### config.mk
export PLATFORM = sky130hd
export DESIGN_NAME = rr_arb_mux
export DESIGN_NICKNAME = d
export VERILOG_FILES = /design/src/rtl/mux_pkg.sv /design/src/rtl/rr_pick.sv /design/src/rtl/rr_arb_mux.sv
export SDC_FILE = /design/constraint.sdc
export NUM_CORES = 1
export LEC_CHECK = 0
export CAP_MARGIN = 20
export CORE_AREA = 2 2 131 133
export CTS_CLUSTER_DIAMETER = 150
export DETAILED_ROUTE_END_ITERATION = 12
export DIE_AREA = 0 0 133 135
export PLACE_DENSITY = 0.68
export SLEW_MARGIN = 20
export SYNTH_ARGS = -nofsm -noshare
export SYNTH_HDL_FRONTEND = slang
export SYNTH_SLANG_ARGS = --single-unit
### constraint.sdc
create_clock -name clk -period 7.4 [get_ports clk]
set_clock_uncertainty 0.15 [all_clocks]
set_input_delay 1.48 -clock clk [delete_from_list [all_inputs] [get_ports clk]]
set_output_delay 1.48 -clock clk [all_outputs]
set_load 0.01 [all_outputs]
### src/rtl/mux_pkg.sv
// rtl/mux_pkg.sv - shared defaults, arbitration mode enum and index helper for rr_arb_mux
package mux_pkg;

    localparam int DATA_W = 64;
    localparam int NCH    = 4;

    typedef enum logic {
        PRIO_RR    = 1'b0,
        PRIO_FIXED = 1'b1
    } prio_mode_t;

    // Folds an index taken from the doubled request vector back into 0..n-1.
    function automatic int wrap_idx(input int pos, input int n);
        return (pos >= n) ? pos - n : pos;
    endfunction

endpackage

### src/rtl/rr_pick.sv
// rtl/rr_pick.sv - combinational rotating-priority picker over a doubled request vector
module rr_pick
    import mux_pkg::*;
#(
    parameter int N    = NCH,
    parameter int SELW = $clog2(N)
) (
    input  logic [N-1:0]    req,
    input  logic [SELW-1:0] start,
    input  logic            fixed,
    output logic            any,
    output logic [SELW-1:0] idx
);

    logic [2*N-1:0]  req2;
    logic [N-1:0]    rot;
    logic [SELW-1:0] base;

    always_comb begin
        req2 = {req, req};
        base = fixed ? '0 : start;
        rot  = req2[base +: N];
        any  = |req;
        idx  = '0;
        // Walk downward so the request nearest to base is the one left in idx.
        for (int k = N - 1; k >= 0; k--) begin
            if (rot[k]) begin
                idx = SELW'(wrap_idx(int'(base) + k, N));
            end
        end
    end

endmodule

### src/rtl/rr_arb_mux.sv
// rtl/rr_arb_mux.sv - N-channel arbitrated mux with registered valid/ready output stage
module rr_arb_mux
    import mux_pkg::*;
#(
    parameter int WIDTH     = DATA_W,
    parameter int N         = NCH,
    parameter int PRIO_MODE = int'(PRIO_RR),
    parameter int SELW      = $clog2(N)
) (
    input  logic                 clk,
    input  logic                 reset,
    input  logic [N-1:0]         in_valid,
    input  logic [N*WIDTH-1:0]   in_data,
    output logic [N-1:0]         in_ready,
    output logic                 out_valid,
    output logic [WIDTH-1:0]     out_data,
    output logic [SELW-1:0]      out_sel,
    input  logic                 out_ready
);

    logic             out_valid_q, out_valid_d;
    logic [WIDTH-1:0] out_data_q,  out_data_d;
    logic [SELW-1:0]  out_sel_q,   out_sel_d;
    logic [SELW-1:0]  last_q,      last_d;

    logic [SELW-1:0]  start;
    logic [SELW-1:0]  win;
    logic             any;
    logic             can_load;
    logic             grant;
    logic             fixed_mode;

    assign fixed_mode = (PRIO_MODE == int'(PRIO_FIXED));

    rr_pick #(
        .N    (N),
        .SELW (SELW)
    ) u_pick (
        .req   (in_valid),
        .start (start),
        .fixed (fixed_mode),
        .any   (any),
        .idx   (win)
    );

    always_comb begin
        start       = (last_q == SELW'(N - 1)) ? '0 : last_q + SELW'(1);
        can_load    = !out_valid_q || out_ready;
        // Reset suppresses the handshake so a word offered during reset is not lost.
        grant       = !reset && can_load && any;
        in_ready    = grant ? (N'(1) << win) : '0;

        out_valid_d = out_valid_q;
        out_data_d  = out_data_q;
        out_sel_d   = out_sel_q;
        last_d      = last_q;
        if (can_load) begin
            out_valid_d = any;
            if (any) begin
                out_data_d = in_data[win*WIDTH +: WIDTH];
                out_sel_d  = win;
                last_d     = win;
            end
        end
    end

    always_ff @(posedge clk) begin
        if (reset) begin
            out_valid_q <= 1'b0;
            out_data_q  <= '0;
            out_sel_q   <= '0;
            last_q      <= SELW'(N - 1);
        end else begin
            out_valid_q <= out_valid_d;
            out_data_q  <= out_data_d;
            out_sel_q   <= out_sel_d;
            last_q      <= last_d;
        end
    end

    assign out_valid = out_valid_q;
    assign out_data  = out_data_q;
    assign out_sel   = out_sel_q;

endmodule

==> impl_metrics.tcl, run 1 <==
set metrics [dict create \
    status "finished, final reports clean" \
    grt_pass1_wl_um 30200 \
    overflow 0 \
    nets 1064 \
    ys_seq_area_frac 0.291 \
    syn_area_um2 4750 \
    synth_top_area_cell "dfxtp_1" \
    setup_tns_ns 0 \
    drc 0 \
    worstMarginPinSlew_ns 0.902 \
    cap_violations 0 \
    num_vias 5385 \
    syn_area_per_cell_um2 9.40 \
    clock_path_buffers 2 \
    multi_input_area_um2 3070 \
    core-area_um2 16400 \
    wl_per_cell_um 19.2 \
    area_growth_pct 77.1 \
    synth_area_leaders "dfxtp_1 (29%), mux2i_1 (13%), a2111oi_2 (13%)" \
    die_w_um 133 \
    drt-initial-drc-count 193 \
    h-tree-depth 3 \
    root_buffer "clkbuf_16" \
    die_height_um 135 \
    cts_resized 0 \
    cts_tree "done" \
    hold_slack_ns 0.323 \
    place_ws_ns 1.70 \
    routed_wl_um 19600 \
    hp-class "reg -> reg" \
    p_int_uw 1350 \
    diodes 0 \
    grt_start_max_net_pins 67 \
    synth_cell_types 44 \
    max_freq_mhz 175 \
    cts.reportedPaths.clkPinSlew_ns 0.06 \
    final_area_um2 8410 \
    cp_max_fo 66 \
    row_count 47 \
    vdd_ir_drop_max_mv 0.258 \
    critPathKind "in -> out" \
    die-area_um2 18000 \
    hold_viol_final 0 \
    cpMaxStageDelayCell "clkdlybuf4s50_1" \
    gp_congestion 0.858 \
    fin_ws_ns 1.68 \
    netSwitchingPower_uw 903 \
    drtAntennaViolNets 0 \
    io_pins 334 \
    dpl_cell_area_um2 8140 \
    power.density_nw_per_um2 268 \
    grt_pass1_vias 5524 \
    synth_xor_area_frac 0 \
    maxSlewViolCount 0 \
    synth_flop_cell "dfxtp_1" \
    critical-path-top-delay-family "buffers and inverters" \
    nFillCells 1464 \
    drt_pass1_iterations 4 \
    antenna_found_initial 0 \
    vias_per_cell 5.26 \
    switching_share 0.401 \
    muxShareOfSynthArea 0.135 \
    drive_gt1_frac 0.0946 \
    fin_crit_sh 0.772 \
    max_stage_delay_ns 0.60 \
    crit_chain "clkdlybuf4s50_1 > or2_2 > nor3_2 > nor2b_4 > buf_4 > o21ai_4 > nor3_1 > clkdlybuf4s50_1" \
    share_clk_of_total_power 0.171 \
    clock_latency_ns 0.32 \
    cpMostUsedCell "clkdlybuf4s50_1" \
    rsz0062_at_grt "false" \
    io_buffers 333 \
    synth_top_family_by_area "compound AO/OA/AOI/OAI gates" \
    synth_fa_ha_area_frac 0.00264 \
    grt_use_total 0.211 \
    synth-simple-area-share 0.166 \
    synthCells 505 \
    crit_required_ns 5.77 \
    ys_ff_latch 69 \
    syn_nets 769 \
    dp.final_hpwl_um 14800 \
    synthArstFlopShare 0 \
    path_buf_inv 3 \
    synthDominantCellAreaShare 0.291 \
    cts_hold_buf 0 \
    post-cts-setup-buffers 0 \
    yosys_warnings 0 \
    ff_latch_area_um2 1380 \
    setup_viol 0 \
    critPathLaunchType "primary input" \
    synth_edf_count 0 \
    initial_utilization 0.289 \
    seqPwrFrac 0.238 \
    p_leak_uw 0.00316 \
    critPathCaptureType "primary output" \
    worst-endpoint-arrival_ns 4.09 \
    synth-compound-area-share 0.335 \
    finalCriticalPeriod_ns 5.72 \
    slew_headroom 0.398 \
    cts_buffers 9 \
    cts.sinks 69 \
    p_comb_frac 0.591 \
    final_util 0.512 \
]
[path summary, 6_finish.rpt]
kind / from / endpoint / slack, ns / depth (start not counted)
worst min-delay path: out_sel[1]$_SDFFE_PP0P_ / out_sel[1]$_SDFFE_PP0P_ / 0.32 / 2
worst max register to register: last_q[0]$_SDFFE_PP1P_ / out_data[18]$_SDFFE_PP0P_ / 3.76 / 8
worst min register to register: out_sel[1]$_SDFFE_PP0P_ / out_sel[1]$_SDFFE_PP0P_ / 0.32 / 2
worst max-delay path: in_valid[2] / in_ready[1] / 1.68 / 8
[metal layers]
metal | track usage | up-vias | share of wire
met5 | 0 | - | 0
li1 | - | 2554 | -
met2 | 0.391 | 253 | 0.52
met3 | 0.0593 | 28 | 0.077
met4 | 0.0544 | 0 | 0.018
met1 | 0.239 | 2550 | 0.39
[power groups by stage]
stage               registers, uW  logic [uW]  clock network (uW)
finish                        537        1330                 385
global route                  549        1420                 414
CTS                           537        1340                 399
detailed placement            544        1330                   0
global placement              538        1310                   0
floorplan                     583         795                   0
[sequential cells by signal (all words and copies together) (netlist names)]
register   count
out_valid      1
out_sel        2
out_data      64
last_q         2
[cell usage after synthesis, types with 2 or more instances]
cell type,instances
dfxtp_1,69
and2_1,64
mux2i_1,64
a221oi_1,63
nor2_1,57
a2111oi_2,42
clkbuf_1,29
buf_2,15
a2111oi_0,11
a211oi_1,9
a21oi_1,9
o21bai_1,9
nand2_1,8
buf_4,6
nand2b_1,5
o21ai_1,4
buf_6,3
buf_8,3
nor3_1,3
a2111oi_1,2
a31oi_1,2
inv_1,2
nand3_1,2
nor3_2,2
nor3b_1,2
or3b_1,2
[per-stage QoR]
step,power (uW),cells
2_1_floorplan,1380,505
3_3_place_gp,1850,1009
3_5_place_dp,1880,1009
4_1_cts,2270,1023
5_1_grt,2390,1023
6_report,2250,1023
[cell usage in the layout, fill, tap and decap left out, types with 3 or more instances in the layout]
cell type,netlist,routed
nor3_1,3,3
dfxtp_1,69,69
a2111oi_0,11,11
nor2_1,57,57
clkbuf_16,0,9
mux2i_1,64,64
a21oi_1,9,9
a2111oi_2,42,42
a211oi_1,9,9
a221oi_1,63,63
nand2_1,8,8
clkdlybuf4s50_1,0,332
buf_4,6,10
o21ai_1,4,3
nand2b_1,5,5
and2_1,64,63
o21bai_1,9,9
[logic make-up (layout without fill, tap and decap cells)]
group / after synthesis / count (layout)
adder cells (fa/ha/maj): 1 / 1
buffers and inverters: 61 / 359
AO/OA/AOI/OAI: 160 / 160
AND/OR/NAND/NOR: 150 / 150
multiplexers: 64 / 64
flip-flops: 69 / 69
[area by class of cell]
cell class / count / share of cell area
tap: 220 / 0.0327
sequential: 69 / 0.164
multi-input combinational: 375 / 0.366
timing repair buffer: 342 / 0.404
clock buffer: 12 / 0.0305
clock inverter: 2 / 0.00119
inverter: 3 / 0.00134
[tightest hold or removal path: stages, from the launching register on]
cell	delay, ns
dfxtp_1	0.32
nand2_1	0.05
a21oi_1	0.05
(Power assumes the default switching activity.)
==> inputs of run 2 (changes only) <==
CORE_AREA = 2 2 129 131   (was 2 2 131 133)
DIE_AREA = 0 0 131 133   (was 0 0 133 135)
PLACE_DENSITY = 0.7   (was 0.68)
clock period = 5.4 ns   (was 7.4 ns; I/O delays follow)
==> run 2 against run 1 <==
Critical path depth decreased by 1. Sequential cell count unchanged. Setup slack got worse by 1.1 ns. Non-clock buffer count increased by 2. First-iteration DRC count increased by 43%. Design area increased by 0.36%. Worst hold slack got worse by 0.0010 ns. Utilization increased by 0.93 points. Via count increased by 1.5%. Global-route usage increased by 0.96 points. Sequential power increased by 37%. Wire length increased by 2.8%.
==> impl_metrics.tcl, run 2 (synthesized netlist as in run 1, its figures left out) <==
set metrics [dict create \
    vias_per_cell 5.32 \
    p_leak_uw 0.00317 \
    routed_wl_um 20200 \
    die-area_um2 17400 \
    grt_use_total 0.221 \
    grt_pass1_wl_um 29900 \
    use_met3 0.0497 \
    finalCriticalPeriod_ns 4.86 \
    drive_gt1_frac 0.0968 \
    drt_pass1_iterations 4 \
    slew_headroom 0.377 \
    cap_violations 0 \
    nFillCells 1420 \
    wl_per_cell_um 19.6 \
    worstMarginPinSlew_ns 0.935 \
    crit_required_ns 4.17 \
    drc 0 \
    nets 1066 \
    final_cell_mix "clkdlybuf4s50_1 (332), dfxtp_1 (69), mux2i_1 (64), and2_1 (63), a221oi_1 (63)" \
    gp_congestion 0.904 \
    root_buffer "clkbuf_16" \
    clock_latency_ns 0.34 \
    cts.reportedPaths.clkPinSlew_ns 0.05 \
    clock_path_buffers 2 \
    io_buffers 333 \
    status "finished, final reports clean" \
    cts_buffers 9 \
    num_vias 5464 \
    area_growth_pct 77.8 \
    final_common_cell "clkdlybuf4s50_1" \
    post-cts-setup-buffers 0 \
    hp-class "reg -> reg" \
    dp.final_hpwl_um 14900 \
    critPathLaunchType "primary input" \
    overflow 0 \
    drtAntennaViolNets 0 \
    fin_crit_sh 0.901 \
    gr-usage-met2 0.391 \
    multi_input_area_um2 3070 \
    crit_chain "clkdlybuf4s50_1 > or3b_1 > o311a_1 > a31oi_1 > o21ai_4 > nor3b_1 > clkdlybuf4s50_1" \
    critPathCaptureType "primary output" \
    vdd_ir_drop_max_mv 0.268 \
    cpMaxStageDelayCell "clkdlybuf4s50_1" \
    rsz0062_at_grt "false" \
    core-area_um2 16200 \
    cts.sinks 69 \
    grt.busiest_layer "met2" \
    hold_viol_final 0 \
    critPathKind "in -> out" \
    h-tree-depth 3 \
    cts_hold_buf 0 \
    drt-initial-drc-count 276 \
    critical-path-top-delay-family "buffers and inverters" \
    setup_viol 0 \
    power.density_nw_per_um2 371 \
    die_w_um 131 \
    grt_start_max_net_pins 68 \
    grt_pass1_vias 5535 \
    setup_tns_ns 0 \
    cts_tree "done" \
    max_freq_mhz 206 \
    path_buf_inv 2 \
    max_stage_delay_ns 0.58 \
    ff_latch_area_um2 1380 \
    cpMostUsedCell "clkdlybuf4s50_1" \
    total_power_uw 3130 \
    row_count 47 \
    die_height_um 133 \
    antenna_found_initial 1 \
    worst-endpoint-arrival_ns 3.63 \
    initial_utilization 0.293 \
    cts_resized 0 \
    io_pins 334 \
    maxSlewViolCount 0 \
    largest_reg_flops 64 \
    met1_usage 0.253 \
    cp_max_fo 8 \
]
## run 2: cell count changes in the layout (fill, tap and decap cells not counted)
cell | previous run | this run
diode_2 | 0 | 1
clkinv_2 | 2 | 1
clkbuf_8 | 2 | 3
clkbuf_1 | 1 | 2
buf_4 | 10 | 12
## run 2: final cells by class
class                      count  share of cell area
antenna                        1            0.000297
clock buffer                  14              0.0325
clock inverter                 1            0.000593
inverter                       3             0.00133
multi-input combinational    375               0.364
sequential                    69               0.164
tap                          220              0.0326
timing repair buffer         344               0.405
## run 2: power breakdown
part | leakage, uW | switching, uW | internal (uW) | total, uW
Combinational | 0.00246 | 962 | 868 | 1830
Sequential | 0.000575 | 81.9 | 655 | 737
Clock | 0.000139 | 215 | 345 | 561
Total | 0.00317 | 1260 | 1870 | 3130
## run 2: per-layer routing
| layer | vias up | routed length (um) |
|---|---|---|
| met5 | - | 0 |
| met4 | 0 | 554 |
| met3 | 38 | 1700 |
| met2 | 262 | 10200 |
| met1 | 2593 | 7690 |
| li1 | 2571 | - |
## run 2: path summary, 6_finish.rpt
path                               endpoint  depth (start not counted)                    start  slack [ns]
setup reg to reg  out_data[22]$_SDFFE_PP0P_                          8   last_q[0]$_SDFFE_PP1P_        1.73
setup / recovery                in_ready[0]                          7              in_valid[0]        0.54
hold / removal      out_sel[0]$_SDFFE_PP0P_                          2  out_sel[0]$_SDFFE_PP0P_        0.32
hold reg to reg     out_sel[0]$_SDFFE_PP0P_                          2  out_sel[0]$_SDFFE_PP0P_        0.32
## run 2: metrics by stage
stage / cell area (um^2) / setup slack [ns] / utilization / hold WS [ns] / std cells
finish: 8440 / 0.535 / 0.522 / 0.322 / 1027
global route: 8440 / 0.389 / 0.522 / 0.348 / 1027
CTS: 8430 / 0.603 / 0.522 / 0.323 / 1026
detailed placement: 8160 / 0.642 / 0.504 / 0.311 / 1011
global placement: 8160 / 0.683 / 0.504 / 0.296 / 1011
floorplan: 4750 / 1.55 / - / 0.292 / 505
## run 2: worst min-delay path: stages (launching register included)
cell     delay, ns
dfxtp_1       0.31
nand2_1       0.05
a21oi_1       0.06
==> edit, RTL diff (flow settings as in run 2) <==
Set the package constant `DATA_W` to 32 (it was 64).
--- a/src/rtl/mux_pkg.sv
+++ b/src/rtl/mux_pkg.sv
@@ -1,7 +1,7 @@
 // rtl/mux_pkg.sv - shared defaults, arbitration mode enum and index helper for rr_arb_mux
 package mux_pkg;
 
-    localparam int DATA_W = 64;
+    localparam int DATA_W = 32;
     localparam int NCH    = 4;
 
     typedef enum logic {
Interface: changed (resized in_data and out_data); port bits go from 334 to 174. The function was not compared with the original's and may differ.
==> edit against run 2 <==
Utilization decreased by 23 points. Register-to-register slack improved by 550 ps. Synthesized area decreased by 41%. Wire length decreased by 51%. Total power decreased by 45%. Sequential cell count decreased by 32. Worst setup slack got worse by 77 ps. Cell area decreased by 43%. Non-clock buffer count decreased by 164. Critical path type unchanged. Critical endpoint is now in_ready[1]. Highest routed layer unchanged.
==> edit: results (changes against run 2) <==
Outcome:
- Result of the run: complete, no violations (unchanged).

Final layout:
- The post-route non-filler standard cell count is 661 (was 1,027).
- The fill cell total of the finished layout is 1,683 (was 1,420).
- The diode insertion count for antenna repair is 0 (was 1).
- The post-layout net count is 576 (was 1,066).
- The number of flip-flops under the largest register name was 32 (was 64).

Detailed routing:
- The violation count after the first detailed-routing iteration is 64 (was 276).
- The routed wire length is 9.85 mm (was 20.2 mm).
- The average vias per placed instance was 4.26 (was 5.32).

Worst hold path:
- The worst hold-check path type is register to register (unchanged).

Placed design:
- The final estimated routing congestion in global placement is 0.780 (was 0.904).
- The count of buffers inserted at the top-level ports is 173 (was 333).
- The pre-CTS setup slack was 458 ps (was 642 ps).
- The standard cell area after detailed placement is 4630 sq um (was 8160 sq um).
- The detailed-placement wirelength estimate is 7.37 mm (was 14.9 mm).
- The cell count after placement is 653 (was 1,011).

CTS:
- The H-tree depth is 2 (was 3).
- The total CTS buffers was 5 (was 9).
- The later-pin clock latency in the skew report is 290 ps (was 340 ps).
- The clock tree root driver cell is sky130_fd_sc_hd__clkbuf_16 (unchanged).

Critical path:
- The worst path arrival time was 3710 ps (was 3630 ps).
- The worst stage delay on the critical path is 680 ps (was 580 ps).
- The critical-path maximum fanout is 11 (was 8).

Power and ir drop:
- The portion of total power attributed to the clock network is 18.6% (was 17.9%).
- The maximum vdd ir drop is 0.207 mV (was 0.268 mV).
- The power of the clock network came to 320 uW (was 561 uW).
- The static power due to leakage came to 0.00186 uW (was 0.00317 uW).
- The power in sequential cells is 393 uW (was 737 uW).

Global route:
- The aggregate global-route resource usage is 11.1% (was 22.1%).
- The initial antenna violation count is 0 (was 1).
- The pin count of the biggest net entering global routing is 36 (was 68).
- The via count of the first global-routing pass came to 2,965 (was 5,535).
- The global-route wire length before repair is 15.0 mm (was 29.9 mm).

Synth:
- Largest cells by area after synthesis: sky130_fd_sc_hd__dfxtp_1, sky130_fd_sc_hd__a221oi_2, sky130_fd_sc_hd__mux2i_1 (was sky130_fd_sc_hd__dfxtp_1, sky130_fd_sc_hd__mux2i_1, sky130_fd_sc_hd__a2111oi_2).
- Post-synth top cells: sky130_fd_sc_hd__nand2_1, sky130_fd_sc_hd__dfxtp_1, sky130_fd_sc_hd__mux2i_1, sky130_fd_sc_hd__o21bai_1, sky130_fd_sc_hd__a221oi_2 (was sky130_fd_sc_hd__dfxtp_1, sky130_fd_sc_hd__and2_1, sky130_fd_sc_hd__mux2i_1).
- The number of cells produced by synthesis is 285 (was 505).
- The sequential element share of the synthesized area came to 26.6% (was 29.1%).
- The fraction of post-synthesis cell area in the top cell type by area came to 26.6% (was 29.1%).
- The number of nets produced by synthesis is 421 (was 769).
- The number of distinct standard cells referenced by the synthesized netlist is 39 (was 44).

Timing:
- The tightest slew margin relative to the limit is 38.0% (was 37.7%).
==> edit: cell count changes in the layout (fill, tap and decap cells not counted), moves of 42 or more <==
| cell | before | now |
|---|---|---|
| sky130_fd_sc_hd__clkdlybuf4s50_1 | 332 | 173 |
| sky130_fd_sc_hd__a221oi_1 | 63 | 3 |
| sky130_fd_sc_hd__and2_1 | 63 | 0 |
| sky130_fd_sc_hd__nor2_1 | 57 | 4 |
| sky130_fd_sc_hd__a2111oi_2 | 42 | 0 |
==> edit: routing by layer <==
| layer | vias to the layer above | global-route usage (%) | share of wire (%) |
|---|---|---|---|
| met5 | - | 0 | 0 |
| met4 | 0 | 3.96 | 1.5 |
| met3 | 12 | 3.11 | 7.3 |
| met2 | 112 | 19.8 | 50 |
| met1 | 1303 | 12.4 | 41 |
| li1 | 1388 | - | - |
==> edit: layout make-up <==
| class | count | area [sq um] | share of cell area, % |
|---|---|---|---|
| clock inverter | 1 | 5.00 | 0.105 |
| tap | 220 | 275 | 5.75 |
| timing repair buffer | 180 | 1800 | 37.6 |
| multi-input combinational | 214 | 1810 | 37.7 |
| sequential | 37 | 741 | 15.5 |
| inverter | 2 | 7.51 | 0.157 |
| clock buffer | 7 | 153 | 3.19 |
==> edit: final timing paths <==
check	startpoint	to	slack, ps	cells after the start
worst max-delay path	in_valid[1]	in_ready[1]	460	7
worst min-delay path	last_q[1]	last_q[1]	330	2
worst max register to register	last_q[0]	out_data[20]	2280	8
worst min register to register	last_q[1]	last_q[1]	330	2
==> edit: kinds of logic (layout without fill, tap and decap cells) <==
group,after synthesis,in the layout,synth area share (%)
compound gates,118,118,40.6
fa+ha+maj,1,1,0.450
buf+inv,34,190,9.08
flops,37,37,26.6
mux,33,33,11.9
simple gates,62,62,11.4
